**config.mk**
```make
export PLATFORM = sky130hd
export DESIGN_NAME = ff_div_n
export DESIGN_NICKNAME = d
export VERILOG_FILES = /design/src/rtl/ff_div_n.sv
export SDC_FILE = /design/constraint.sdc
export NUM_CORES = 1
export LEC_CHECK = 0
export CORE_ASPECT_RATIO = 0.75
export CORE_MARGIN = 2
export CORE_UTILIZATION = 43
export CTS_CLUSTER_DIAMETER = 200
export DETAILED_ROUTE_END_ITERATION = 7
export GPL_TIMING_DRIVEN = 0
export PLACE_DENSITY = 0.83
export SETUP_SLACK_MARGIN = 0.2
export SYNTH_ARGS = -nofsm -noshare
export SYNTH_HDL_FRONTEND = slang
export SYNTH_SLANG_ARGS = --single-unit
```
**constraint.sdc**
```tcl
create_clock -name aclk -period 1.96 [get_ports aclk]
set_input_delay 0.392 -clock aclk [delete_from_list [all_inputs] [get_ports aclk]]
set_output_delay 0.392 -clock aclk [all_outputs]
set_load 0.01 [all_outputs]
```
**src/rtl/ff_div_n.sv**
```systemverilog
// ---------------------------------------------------------------------------
// ff_div_n -- programmable sample-and-hold rate divider.
//
// After a load request the block captures the input word `s` once every P
// clock cycles and holds it on `q` in between. P is latched from `div` on
// each accepted load and clamped into 1..DIV_MAX. Every capture raises
// `q_valid` for exactly the cycle after the capture edge.
//
// Ports:
//   aclk     in   1      clock, all logic on its rising edge
//   areset   in   1      synchronous active-high reset
//   ld       in   1      start / restart request, latches `div`
//   stop     in   1      return to IDLE, keeping the last `q`
//   div      in   CNT_W  requested hold period P (sampled only with `ld`)
//   s        in   WIDTH  data to sample
//   q        out  WIDTH  held sample (registered)
//   q_valid  out  1      one-cycle strobe after each capture edge
//   busy     out  1      high whenever the FSM is not IDLE
// ---------------------------------------------------------------------------
module ff_div_n #(
    parameter int WIDTH   = 32,
    parameter int DIV_MAX = 16,
    parameter int CNT_W   = $clog2(DIV_MAX + 1)
) (
    input  logic             aclk,
    input  logic             areset,
    input  logic             ld,
    input  logic             stop,
    input  logic [CNT_W-1:0] div,
    input  logic [WIDTH-1:0] s,
    output logic [WIDTH-1:0] q,
    output logic             q_valid,
    output logic             busy
);

    typedef enum logic [1:0] {
        ST_IDLE   = 2'd0,
        ST_SAMPLE = 2'd1,
        ST_HOLD   = 2'd2
    } state_t;

    localparam logic [CNT_W-1:0] C_ZERO    = {CNT_W{1'b0}};
    localparam logic [CNT_W-1:0] C_ONE     = {{(CNT_W-1){1'b0}}, 1'b1};
    localparam logic [CNT_W-1:0] C_TWO     = C_ONE + C_ONE;
    localparam logic [CNT_W-1:0] C_DIV_MAX = CNT_W'(DIV_MAX);

    state_t           r_state;
    logic [CNT_W-1:0] r_cnt;
    logic [CNT_W-1:0] r_div;
    logic [WIDTH-1:0] r_q;
    logic             r_q_valid;
    logic             r_busy;

    // Map a requested period into the supported range: 0 means "every
    // cycle" and anything above DIV_MAX saturates.
    function automatic logic [CNT_W-1:0] clamp_div(input logic [CNT_W-1:0] d);
        logic [CNT_W-1:0] res;
        if (d == C_ZERO) begin
            res = C_ONE;
        end else if (d > C_DIV_MAX) begin
            res = C_DIV_MAX;
        end else begin
            res = d;
        end
        return res;
    endfunction

    // Single FSM: state, hold counter, latched ratio and all registered outputs.
    always_ff @(posedge aclk) begin
        if (areset) begin
            r_state   <= ST_IDLE;
            r_cnt     <= C_ZERO;
            r_div     <= C_ONE;
            r_q       <= {WIDTH{1'b0}};
            r_q_valid <= 1'b0;
            r_busy    <= 1'b0;
        end else begin
            // The strobe is a single-cycle pulse unless a capture sets it below.
            r_q_valid <= 1'b0;
            case (r_state)
                ST_IDLE: begin
                    if (ld && !stop) begin
                        r_div   <= clamp_div(div);
                        r_state <= ST_SAMPLE;
                        r_busy  <= 1'b1;
                    end else begin
                        r_state <= ST_IDLE;
                        r_busy  <= 1'b0;
                    end
                end

                ST_SAMPLE: begin
                    // stop beats ld, and both suppress the capture on this edge.
                    if (stop) begin
                        r_state <= ST_IDLE;
                        r_busy  <= 1'b0;
                    end else if (ld) begin
                        r_div   <= clamp_div(div);
                        r_state <= ST_SAMPLE;
                        r_busy  <= 1'b1;
                    end else begin
                        r_q       <= s;
                        r_q_valid <= 1'b1;
                        r_cnt     <= r_div - C_ONE;
                        r_busy    <= 1'b1;
                        // With P = 1 there is no hold phase: capture again next edge.
                        if (r_div >= C_TWO) begin
                            r_state <= ST_HOLD;
                        end else begin
                            r_state <= ST_SAMPLE;
                        end
                    end
                end

                ST_HOLD: begin
                    if (stop) begin
                        r_state <= ST_IDLE;
                        r_busy  <= 1'b0;
                    end else if (ld) begin
                        r_div   <= clamp_div(div);
                        r_state <= ST_SAMPLE;
                        r_busy  <= 1'b1;
                    end else begin
                        r_cnt  <= r_cnt - C_ONE;
                        r_busy <= 1'b1;
                        // A zero count cannot occur normally; treating it like
                        // the last hold cycle keeps the FSM from wrapping.
                        if ((r_cnt == C_ONE) || (r_cnt == C_ZERO)) begin
                            r_state <= ST_SAMPLE;
                        end else begin
                            r_state <= ST_HOLD;
                        end
                    end
                end

                default: begin
                    r_state <= ST_IDLE;
                    r_busy  <= 1'b0;
                end
            endcase
        end
    end

    assign q       = r_q;
    assign q_valid = r_q_valid;
    assign busy    = r_busy;

endmodule

```
==> results.tsv, run 1 <==
stage	metric	value	unit
logic_synthesis	largest family of logic cells by synthesized area	simple AND/OR/NAND/NOR gates	
layout	Syn-to-layout area delta	46.41	%
clocking	clock slew at reported path FFs	0.08	ns
power_and_ir_drop	PD cells	601.5	nW/um2
min_path	Min-Delay Startpoint	q[1]$_SDFFE_PP0P_	
global_routing	maximum number of pins on one net before global-route repair	14	
global_routing	grt peak-use layer	met2	
logic_synthesis	post-synthesis simple-gate area fraction	0.2311	
logic_synthesis	leading area contributor after synthesis	dfxtp_1	
layout	FF/Latch Area	920.9	um2
setup_path	reg2reg end	r_div[3]$_SDFFE_PP0P_	
clocking	clk sinks	46	
floorplanning	Die Y	62.39	um
clocking	clk buf depth	2	
floorplanning	Initial Util	0.4427	
layout	layout cells sized above 1	0.06502	
layout	multi-input combinational cell area	933.4	um2
sta	relative slew slack	0.6694	
setup_path	crit-path max FO	10	
clocking	Skew-Pair Late Insertion Delay	0.29	ns
logic_synthesis	Synth Instances	240	
logic_synthesis	Synth Area in XOR/XNOR	0.01344	
clocking	CTS tree	built	
layout	final instance area	2861	um2
logic_synthesis	Distinct cells, synth	33	
floorplanning	IO Pins	75	
flow_run	max-cap violations	0	
layout	nets	373	
setup_path	FF-to-FF setup slack	0.33	ns
sta	Worst Skew	0.005995	ns
route	WL per Instance	12.84	um
sta	final setup violation count	0	
outcome	outcome	finished, final reports clean	
sta	Slew @ Worst Pin	0.4959	ns
min_path	min-delay worst type	flop to flop	
power_and_ir_drop	Internal	1.320	mW
global_routing	met3 GRT Util	0.05491	
route	initial drt markers	95	
logic_synthesis	Post-Synth Adder-Cell Area	0.05762	
place	Final HPWL DP	3606	um
setup_path	worst flop-to-flop path startpoint	r_state[0]$_SDFF_PP0_	
layout	Non-Filler Instances	380	
floorplanning	# rows	21	
clocking	cts repair resizes	0	
setup_path	CP Launch Point	stop	
global_routing	antenna violations before repair	0	
setup_path	Critical Path End Type	flop	
power_and_ir_drop	clock network power share	0.318	
sta	Final Max Slew Viols	0	
setup_path	R2R cell count	5	
global_routing	vias in the first global route	1755	
logic_synthesis	mapped cell area	1954	um2
sta	setup ws final	0.3090	ns
route	post-route DRC violation count	0	
global_routing	GR Util met1	0.2600	
power_and_ir_drop	Seq pwr share	0.559	
logic_synthesis	post-synthesis compound-gate area fraction	0.1601	
logic_synthesis	Synth area leaders	dfxtp_1, nand2_1, a21oi_1	
sta	Final period util	0.8424	
route	Post-DRT Antenna Nets	0	
min_path	WHS Path Cells	2	
floorplanning	Chip Width	81.85	um
sta	Max Freq	605.7	MHz
layout	ant diodes	0	
logic_synthesis	Post-Synthesis Mean Instance Area	8.143	um2
min_path	Worst Hold Endpoint	q[1]$_SDFFE_PP0P_	
global_routing	Overall Global Routing Usage	0.1978	
setup_path	CP Data Required Time	2.17	ns
place	pre-CTS WS	0.001524	ns
power_and_ir_drop	Gate power share	0.123	
sta	setup TNS	0	ns
route	routed wire length	4879	um
sta	RSZ-0062 raised after global routing	false	
sta	Period minus WS final	1.651	ns
logic_synthesis	mux cell area share after synthesis	0.01536	
place	Placed Cells	371	
floorplanning	placeable core area	4414	um2
power_and_ir_drop	Max VDD drop	0.4477	mV
layout	# fillers	387	
global_routing	met2 Use GR	0.3191	
logic_synthesis	top-area cell type share of the netlist area	0.4712	
clocking	Root Driver	clkbuf_8	
clocking	number of CTS-inserted buffers	5	
route	vias per cell	4.997	
clocking	H-tree Lvls	2	
place	GP Congestion	0.8596	
power_and_ir_drop	P_leak	1.009	nW
logic_synthesis	Yosys warnings	0	
setup_path	WS Path Type	primary input to flop	
logic_synthesis	sequential share of the synthesized area	0.4712	
power_and_ir_drop	switching share of total power	0.2331	
place	PortBufs	74	
route	first-pass iteration count of the detailed router	4	
layout	final core utilization	0.6482	
place	Cell Area, Placed	2766	um2
logic_synthesis	Seq cells post-synth	46	
setup_path	crit path DAT	1.87	ns
logic_synthesis	Post-Synthesis Net Count	290	
global_routing	GRT overflow	0	
global_routing	global-route wire length before repair	7990	um
sta	Final Hold Viols	0	
power_and_ir_drop	Psw	0.4012	mW
setup_path	startpoint types	primary input	
floorplanning	die area	5106	um2
route	detailed-route via count	1899	
synthesized netlist by cell type:
cell type  count
nand2_1       75
dfxtp_1       46
a21oi_1       38
ha_1           9
nor2_1         9
inv_1          8
nor3_1         6
buf_2          5
buf_4          4
clkbuf_1       4
a31oi_1        3
mux2i_1        3
or3_1          3
or3b_1         3
a2bb2oi_1      2
nand3_1        2
nor2b_1        2
o21ai_0        2
xnor2_1        2
a2111oi_1      1
a21boi_0       1
and2_1         1
nand2b_1       1
nand4b_1       1
nor2_4         1
nor4_1         1
o211ai_1       1
o211ai_2       1
o21ai_2        1
o22ai_1        1
o31ai_1        1
o41ai_2        1
xor2_1         1
layout by cell type, fill, tap and decap left out, drive strengths merged, types with 2 or more instances in the layout:
| cell type | Yosys | layout |
|---|---|---|
| buf | 9 | 11 |
| a21oi | 38 | 38 |
| or3 | 3 | 3 |
| nand3 | 2 | 2 |
| nor2 | 10 | 10 |
| or3b | 3 | 3 |
| clkbuf | 4 | 10 |
| nand2 | 75 | 75 |
| nor3 | 6 | 6 |
| inv | 8 | 8 |
| o211ai | 2 | 2 |
| nor2b | 2 | 2 |
| xnor2 | 2 | 2 |
| a2bb2oi | 2 | 2 |
| ha | 9 | 9 |
| dfxtp | 46 | 46 |
| mux2i | 3 | 3 |
| o21ai | 3 | 3 |
| a31oi | 3 | 3 |
| clkdlybuf4s50 | 0 | 74 |
power by group through the flow:
stage	Clock (mW)	Sequential, mW	Combinational [mW]
floorplan	0	0.987	0.0768
global placement	0	0.983	0.205
detailed placement	0	0.984	0.208
CTS	0.565	0.962	0.209
global route	0.597	0.965	0.231
finish	0.547	0.962	0.212
how the worst max path moves through the flow:
stage | end | slack [ns] | cells after the start
after floorplan | r_div[1]$_SDFFE_PP0P_ | 0.53 | 5
after global placement | r_cnt[3]$_SDFFE_PP0P_ | 0.05 | 5
after detailed placement | q[16]$_SDFFE_PP0P_ | 0.002 | 7
after CTS | q[2]$_SDFFE_PP0P_ | 0.26 | 7
after global routing | r_div[2]$_SDFFE_PP0P_ | 0.20 | 5
final | q[2]$_SDFFE_PP0P_ | 0.31 | 7
state kept, by name (all words and copies together) (netlist names):
name	cells
q	32
q_valid	1
r_cnt	5
r_div	5
r_state	2
busy	1
layout make-up:
cell class	count	area share
clock inverters	1	0.002624
multi-input cells	173	0.3262
well taps	57	0.02492
plain buffers	13	0.02449
flip-flops and latches	46	0.3218
repair buffers	76	0.2641
inverters	8	0.01049
clock buffers	6	0.02536
metal layers:
| layer | share of wire | up-vias |
|---|---|---|
| met5 | 0 | - |
| met4 | 0.0084 | 0 |
| met3 | 0.070 | 9 |
| met2 | 0.47 | 64 |
| met1 | 0.45 | 866 |
| li1 | - | 960 |
per-stage QoR:
stage	hold WS, ns	power (mW)
2_1_floorplan	0.4577	1.064
3_3_place_gp	0.4408	1.188
3_5_place_dp	0.4474	1.192
4_1_cts	0.4590	1.736
5_1_grt	0.4829	1.793
6_report	0.4572	1.721
critical path, stage by stage:
cell and delay (ns):
clkdlybuf4s50_1 0.52, nor2_4 0.21, and2_1 0.14, buf_2 0.17, buf_4 0.19, nand2_1 0.07, a21oi_1 0.17
cell families (layout without fill, tap and decap cells):
| kind of cell | Yosys count | in the layout |
|---|---|---|
| adders and majority gates | 9 | 9 |
| buffers and inverters | 21 | 104 |
| AOI/OAI and AO/OA | 53 | 53 |
| muxes | 3 | 3 |
| DFF | 46 | 46 |
| and+or+nand+nor | 105 | 105 |
| xor gates and xnor gates | 3 | 3 |
timing repair:
action / in CTS / in global routing
setup buffers: 0 / 2
endpoints found under the setup margin: 0 / 1
hold buffers: 0 / 0
No activity file was read; power rests on OpenSTA's default activity.
==> inputs of run 2 (changes only) <==
--- a/config.mk
+++ b/config.mk
@@ -7,11 +7,11 @@
 export LEC_CHECK = 0
 export CORE_ASPECT_RATIO = 0.75
 export CORE_MARGIN = 2
-export CORE_UTILIZATION = 43
+export CORE_UTILIZATION = 39
 export CTS_CLUSTER_DIAMETER = 200
 export DETAILED_ROUTE_END_ITERATION = 7
 export GPL_TIMING_DRIVEN = 0
-export PLACE_DENSITY = 0.83
+export PLACE_DENSITY = 0.79
 export SETUP_SLACK_MARGIN = 0.2
 export SYNTH_ARGS = -nofsm -noshare
 export SYNTH_HDL_FRONTEND = slang
==> constraint.sdc (replaced) <==
create_clock -name aclk -period 1.5 [get_ports aclk]
set_input_delay 0.3 -clock aclk [delete_from_list [all_inputs] [get_ports aclk]]
set_output_delay 0.3 -clock aclk [all_outputs]
set_load 0.01 [all_outputs]
==> results.tsv, run 2 (synthesis results as in run 1) <==
stage	metric	value	unit	change
floorplanning	Die Y	65.31	um	was 62.39 um
outcome	outcome	finished, violations left		was finished, final reports clean
place	Final HPWL DP	3511	um	was 3606 um
sta	Period minus WS final	1.413	ns	
layout	max reg flops	32		unchanged
floorplanning	die area	5599	um2	was 5106 um2
floorplanning	IO Pins	75		unchanged
route	detailed-route via count	1972		was 1,899
setup_path	startpoint types	flop		was primary input
global_routing	maximum number of pins on one net before global-route repair	14		unchanged
flow_run	max-cap violations	0		unchanged
clocking	clk buf depth	2		unchanged
setup_path	FF-to-FF setup slack	0.09	ns	was 0.33 ns
global_routing	GRT overflow	0		unchanged
route	routed wire length	5566	um	was 4879 um
setup_path	Critical Path End Type	flop		unchanged
min_path	Min-Delay Startpoint	q[0]$_SDFFE_PP0P_		was q[1]$_SDFFE_PP0P_
place	GP Congestion	0.7886		was 0.8596
clocking	CTS tree	built		unchanged
sta	Final Hold Viols	0		unchanged
layout	final instance area	3448	um2	was 2861 um2
min_path	WHS Path Cells	2		unchanged
floorplanning	Initial Util	0.4011		was 0.4427
sta	Worst Skew	0.008700	ns	was 0.005995 ns
setup_path	worst flop-to-flop path startpoint	r_cnt[0]$_SDFFE_PP0P_		was r_state[0]$_SDFF_PP0_
place	Cell Area, Placed	2798	um2	was 2766 um2
layout	ant diodes	0		unchanged
route	first-pass iteration count of the detailed router	6		was 4
clocking	Skew-Pair Late Insertion Delay	0.29	ns	about the same
layout	Syn-to-layout area delta	76.44	%	was 46.41%
layout	# fillers	393		was 387
power_and_ir_drop	P_leak	1.485	nW	was 1.009 nW
layout	most frequent cells in the layout	nand2_1, dfxtp_1, clkdlybuf4s50_1		was nand2_1, clkdlybuf4s50_1, dfxtp_1
min_path	min-delay worst type	flop to flop		unchanged
floorplanning	# rows	22		was 21
power_and_ir_drop	Max VDD drop	0.5827	mV	was 0.4477 mV
setup_path	CP Data Required Time	1.68	ns	was 2.17 ns
floorplanning	Chip Width	85.74	um	was 81.85 um
sta	relative slew slack	0.7875		was 0.6694
setup_path	crit-path max FO	4		was 10
global_routing	global-route wire length before repair	8052	um	was 7990 um
clocking	H-tree Lvls	2		unchanged
sta	RSZ-0062 raised after global routing	true		was false
floorplanning	placeable core area	4872	um2	was 4414 um2
sta	Max Freq	707.5	MHz	
clocking	Root Driver	clkbuf_8		unchanged
sta	final setup violation count	0		unchanged
route	Post-DRT Antenna Nets	0		unchanged
sta	setup TNS	0	ns	unchanged
setup_path	crit path to	r_state[0]$_SDFF_PP0_		was q[2]$_SDFFE_PP0P_
setup_path	R2R cell count	6		was 5
sta	WHS	0.4549	ns	was 0.4572 ns
clocking	clock slew at reported path FFs	0.09	ns	was 0.08 ns
layout	nets	383		was 373
sta	Slew @ Worst Pin	0.3188	ns	was 0.4959 ns
clocking	clk sinks	46		unchanged
place	PortBufs	74		unchanged
global_routing	Overall Global Routing Usage	0.1815		was 0.1978
route	WL per Instance	14.16	um	was 12.84 um
route	post-route DRC violation count	5		was 0
setup_path	crit path DAT	1.60	ns	was 1.87 ns
layout	leading cell type in the layout, fill and taps excluded	nand2_1		unchanged
power_and_ir_drop	PD cells	732.9	nW/um2	was 601.5 nW/um2
route	vias per cell	5.018		was 4.997
route	initial drt markers	90		was 95
outcome	failing checks	DRC		
sta	Final Max Slew Viols	0		unchanged
setup_path	CP Launch Point	r_cnt[0]$_SDFFE_PP0P_		was stop
global_routing	antenna violations before repair	0		unchanged
setup_path	WS Path Type	flop to flop		was primary input to flop
global_routing	vias in the first global route	1751		was 1,755
sta	Final period util	0.9422		
layout	layout cells sized above 1	0.3123		was 0.06502
clocking	number of CTS-inserted buffers	5		unchanged
clocking	Hold Buf Count CTS	0		unchanged
setup_path	reg2reg end	r_state[0]$_SDFF_PP0_		was r_div[3]$_SDFFE_PP0P_
==> run 2: cell types whose count changed in the layout (fill, tap and decap cells not counted), sizes merged <==
cell / delta
dlygate4sd2: +36
buf: +4
clkdlybuf4s50: -36
bufinv: +1
clkinvlp: -1
clkbuf: +6
==> run 2: metal layers <==
layer	up-vias	routed length [um]	global-route usage
li1	984	-	-
met1	923	2502	0.2265
met2	60	2661	0.2891
met3	5	330	0.06030
met4	0	72	0.07540
met5	-	0	0
==> run 2: cell type report <==
| cell class | instances | area, um2 | share of cell area |
|---|---|---|---|
| inverter | 8 | 40.04 | 0.01161 |
| buffer | 13 | 130.1 | 0.03774 |
| clock buffer | 6 | 82.58 | 0.02395 |
| multi-input combinational | 173 | 1291 | 0.3745 |
| tap | 60 | 75.07 | 0.02177 |
| clock inverter | 1 | 30.03 | 0.008708 |
| timing repair buffer | 86 | 867.1 | 0.2515 |
| sequential | 46 | 932.1 | 0.2703 |
==> run 2: worst max-delay path: stages (launching register included) <==
cell and delay, ns:
dfxtp_4 0.38, inv_4 0.07, ha_4 0.13, nor2_4 0.04
o41ai_4 0.30, nand2_1 0.11, a2111oi_2 0.28
==> run 2: where the power goes <==
| group | internal, mW | total, mW | switching (mW) |
|---|---|---|---|
| clock network | 0.533 | 0.922 | 0.389 |
| registers | 1.24 | 1.26 | 0.0171 |
| logic | 0.191 | 0.348 | 0.158 |
| total | 1.96 | 2.53 | 0.563 |
==> run 2: how the worst min path moves through the flow <==
stage                                        to  slack [ns]
after floorplan           r_state[0]$_SDFF_PP0_        0.38
after global placement       q[26]$_SDFFE_PP0P_        0.44
after detailed placement     q[13]$_SDFFE_PP0P_        0.45
after CTS                 r_state[0]$_SDFF_PP0_        0.44
after global routing      r_state[0]$_SDFF_PP0_        0.46
final                         q[0]$_SDFFE_PP0P_        0.45
==> run 2: through the flow <==
step / cells / util / worst slack (ns) / power (mW)
2_1_floorplan: 240 / - / 0.1911 / 1.398
3_3_place_gp: 374 / 0.5742 / -0.3484 / 1.561
3_5_place_dp: 374 / 0.5742 / -0.4145 / 1.564
4_1_cts: 386 / 0.6102 / 0.07634 / 2.488
5_1_grt: 393 / 0.7078 / 0.002994 / 2.650
6_report: 393 / 0.7078 / 0.08663 / 2.527
==> run 2: repair_timing <==
| item | in CTS | in global routing |
|---|---|---|
| buffers inserted | 5 | 3 |
| endpoints found under the setup margin | 78 | 42 |
| gates resized for setup | 55 | 96 |
| hold endpoints to repair | 0 | 0 |
| gates cloned | 0 | 4 |
| pin swaps | 9 | 44 |
==> inputs of run 3 (changes only) <==
--- a/config.mk
+++ b/config.mk
@@ -12,7 +12,7 @@
 export DETAILED_ROUTE_END_ITERATION = 7
 export GPL_TIMING_DRIVEN = 0
 export PLACE_DENSITY = 0.79
-export SETUP_SLACK_MARGIN = 0.2
+export SETUP_SLACK_MARGIN = 0.1
 export SYNTH_ARGS = -nofsm -noshare
 export SYNTH_HDL_FRONTEND = slang
 export SYNTH_SLANG_ARGS = --single-unit
==> results.tsv, run 3 (synthesis results as in run 1) <==
stage	metric	value	unit	change
place	PortBufs	74		unchanged
route	initial drt markers	202		was 90
power_and_ir_drop	P_leak	1.249	nW	was 1.485 nW
setup_path	Cell Chain, Critical Path	inv_4 -> ha_4 -> nor2_2 -> o41ai_2 -> nand2_1 -> a2111oi_2		was inv_4 -> ha_4 -> nor2_4 -> o41ai_4 -> nand2_1 -> a2111oi_2
place	Placed Cells	374		unchanged
clocking	Skew-Pair Late Insertion Delay	0.29	ns	about the same
route	routed wire length	5149	um	was 5566 um
floorplanning	Chip Width	85.74	um	unchanged
sta	relative slew slack	0.7195		was 0.7875
global_routing	maximum number of pins on one net before global-route repair	16		was 14
route	first-pass iteration count of the detailed router	7		was 6
sta	WHS	0.4531	ns	was 0.4549 ns
layout	layout cells sized above 1	0.1652		was 0.3123
min_path	min-delay worst type	flop to flop		unchanged
sta	final setup violation count	1		was 0
place	Cell Area, Placed	2791	um2	was 2798 um2
floorplanning	IO Pins	75		unchanged
power_and_ir_drop	Max VDD drop	0.4868	mV	was 0.5827 mV
global_routing	Overall Global Routing Usage	0.1766		was 0.1815
setup_path	slowest CP cell	o41ai_2		was dfxtp_4
global_routing	vias in the first global route	1705		was 1,751
layout	ant diodes	0		unchanged
global_routing	GRT overflow	0		unchanged
layout	max reg flops	32		unchanged
setup_path	Critical Path End Type	flop		unchanged
clocking	number of CTS-inserted buffers	5		unchanged
layout	Non-Filler Instances	393		unchanged
setup_path	FF-to-FF setup slack	-0.1	ns	was 0.09 ns
global_routing	antenna violations before repair	0		unchanged
setup_path	max incr delay on CP	0.41	ns	was 0.38 ns
outcome	outcome	finished, violations left		unchanged
clocking	Root Driver	clkbuf_8		unchanged
setup_path	worst flop-to-flop path startpoint	r_cnt[0]$_SDFFE_PP0P_		unchanged
setup_path	crit-path max FO	4		unchanged
layout	# fillers	435		was 393
clocking	CTS tree	built		unchanged
route	post-route DRC violation count	5		unchanged
setup_path	WS Path Type	flop to flop		unchanged
sta	Final Hold Viols	0		unchanged
setup_path	CP Data Required Time	1.69	ns	was 1.68 ns
sta	Slew @ Worst Pin	0.4208	ns	was 0.3188 ns
sta	Period minus WS final	1.596	ns	was 1.413 ns
clocking	clock slew at reported path FFs	0.09	ns	about the same
place	Final HPWL DP	3467	um	was 3511 um
sta	setup ws final	-0.09622	ns	was 0.08663 ns
power_and_ir_drop	PD cells	752.6	nW/um2	was 732.9 nW/um2
sta	Max Freq	626.5	MHz	was 707.5 MHz
floorplanning	placeable core area	4872	um2	unchanged
setup_path	startpoint types	flop		unchanged
layout	final core utilization	0.6271		was 0.7078
layout	Syn-to-layout area delta	56.34	%	was 76.44%
floorplanning	die area	5599	um2	unchanged
route	Post-DRT Antenna Nets	0		unchanged
flow_run	max-cap violations	0		unchanged
route	vias per cell	5.008		was 5.018
min_path	Min-Delay Startpoint	q[19]$_SDFFE_PP0P_		was q[0]$_SDFFE_PP0P_
route	detailed-route via count	1968		was 1,972
clocking	H-tree Lvls	2		unchanged
sta	Final period util	1.064		was 0.9422
setup_path	reg2reg end	r_state[0]$_SDFF_PP0_		unchanged
sta	Final Max Slew Viols	0		unchanged
layout	nets	382		was 383
sta	Worst Skew	0.004976	ns	was 0.008700 ns
global_routing	global-route wire length before repair	7948	um	was 8052 um
clocking	Hold Buf Count CTS	0		unchanged
layout	most frequent cells in the layout	nand2_1, dfxtp_1, clkdlybuf4s50_1		unchanged
min_path	WHS Path Cells	2		unchanged
min_path	Worst Hold Endpoint	q[19]$_SDFFE_PP0P_		was q[0]$_SDFFE_PP0P_
clocking	clk buf depth	2		unchanged
setup_path	crit path DAT	1.79	ns	was 1.60 ns
sta	RSZ-0062 raised after global routing	true		unchanged
outcome	failing checks	DRC, setup timing		was DRC
floorplanning	Die Y	65.31	um	unchanged
floorplanning	# rows	22		unchanged
place	GP Congestion	0.8548		was 0.7886
route	WL per Instance	13.10	um	was 14.16 um
layout	final instance area	3055	um2	was 3448 um2
layout	leading cell type in the layout, fill and taps excluded	nand2_1		unchanged
clocking	clk sinks	46		unchanged
setup_path	R2R cell count	6		unchanged
floorplanning	Initial Util	0.4011		unchanged
[run 3: changes by cell type in the layout (fill, tap and decap cells not counted), sizes merged]
cell	change
clkbuf	-6
buf	+3
clkinv	+2
bufinv	-1
clkinvlp	+1
o21ai	+1
[run 3: worst max-delay path: cells and delay by family, from the launching register on]
| family | cells | cell delay (ns) |
|---|---|---|
| flip-flops | 1 | 0.38 |
| buffers and inverters | 1 | 0.07 |
| adder cells (fa/ha/maj) | 1 | 0.12 |
| AND/OR/NAND/NOR | 2 | 0.21 |
| AO/OA/AOI/OAI | 2 | 0.71 |
[run 3: power by group]
part	switching, mW	internal (mW)	total [mW]	leakage (nW)
Clock	0.416	0.328	0.744	0.0441
Combinational	0.128	0.172	0.300	0.831
Sequential	0.0153	1.24	1.26	0.374
Total	0.559	1.74	2.30	1.25
[run 3: how the worst max path moves through the flow]
stage                                     start                     to  slack, ns  depth (start not counted)
after floorplan           r_state[0]$_SDFF_PP0_  r_cnt[0]$_SDFFE_PP0P_       0.12                          5
after global placement                       ld     q[19]$_SDFFE_PP0P_      -0.33                          7
after detailed placement                     ld     q[15]$_SDFFE_PP0P_      -0.38                          7
after CTS                 r_cnt[1]$_SDFFE_PP0P_  r_state[0]$_SDFF_PP0_       0.05                          6
after global routing      r_cnt[0]$_SDFFE_PP0P_  r_state[0]$_SDFF_PP0_      -0.13                          6
final                     r_cnt[0]$_SDFFE_PP0P_  r_state[0]$_SDFF_PP0_       -0.1                          6
[run 3: cell type report]
type | count | area, um2 | share of cell area
sequential | 46 | 928.4 | 0.3038
buffer | 13 | 101.3 | 0.03317
multi-input combinational | 174 | 1049 | 0.3432
tap | 60 | 75.07 | 0.02457
inverter | 8 | 37.54 | 0.01229
clock inverter | 3 | 21.27 | 0.006962
timing repair buffer | 84 | 774.5 | 0.2535
clock buffer | 5 | 68.82 | 0.02252
[run 3: routing by layer]
layer	vias up	global-route usage	part of all wire
met3	12	0.05402	0.068
met4	0	0.05159	0.018
met1	898	0.2303	0.46
li1	982	-	-
met5	-	0	0
met2	76	0.2832	0.45
[run 3: through the flow]
stage	setup slack, ns	setup TNS [ns]	power [mW]
floorplan	0.1179	0	1.397
global placement	-0.3255	-12.02	1.559
detailed placement	-0.3837	-13.79	1.563
CTS	0.05334	0	2.305
global route	-0.1290	-0.1625	2.418
finish	-0.09622	-0.09622	2.300
[run 3: timing repair]
| action | in CTS | in global routing |
|---|---|---|
| setup buffers | 5 | 5 |
| gates resized for setup | 45 | 37 |
| endpoints found under the setup margin | 74 | 43 |
| gates cloned | 0 | 1 |
| pin swaps | 3 | 8 |
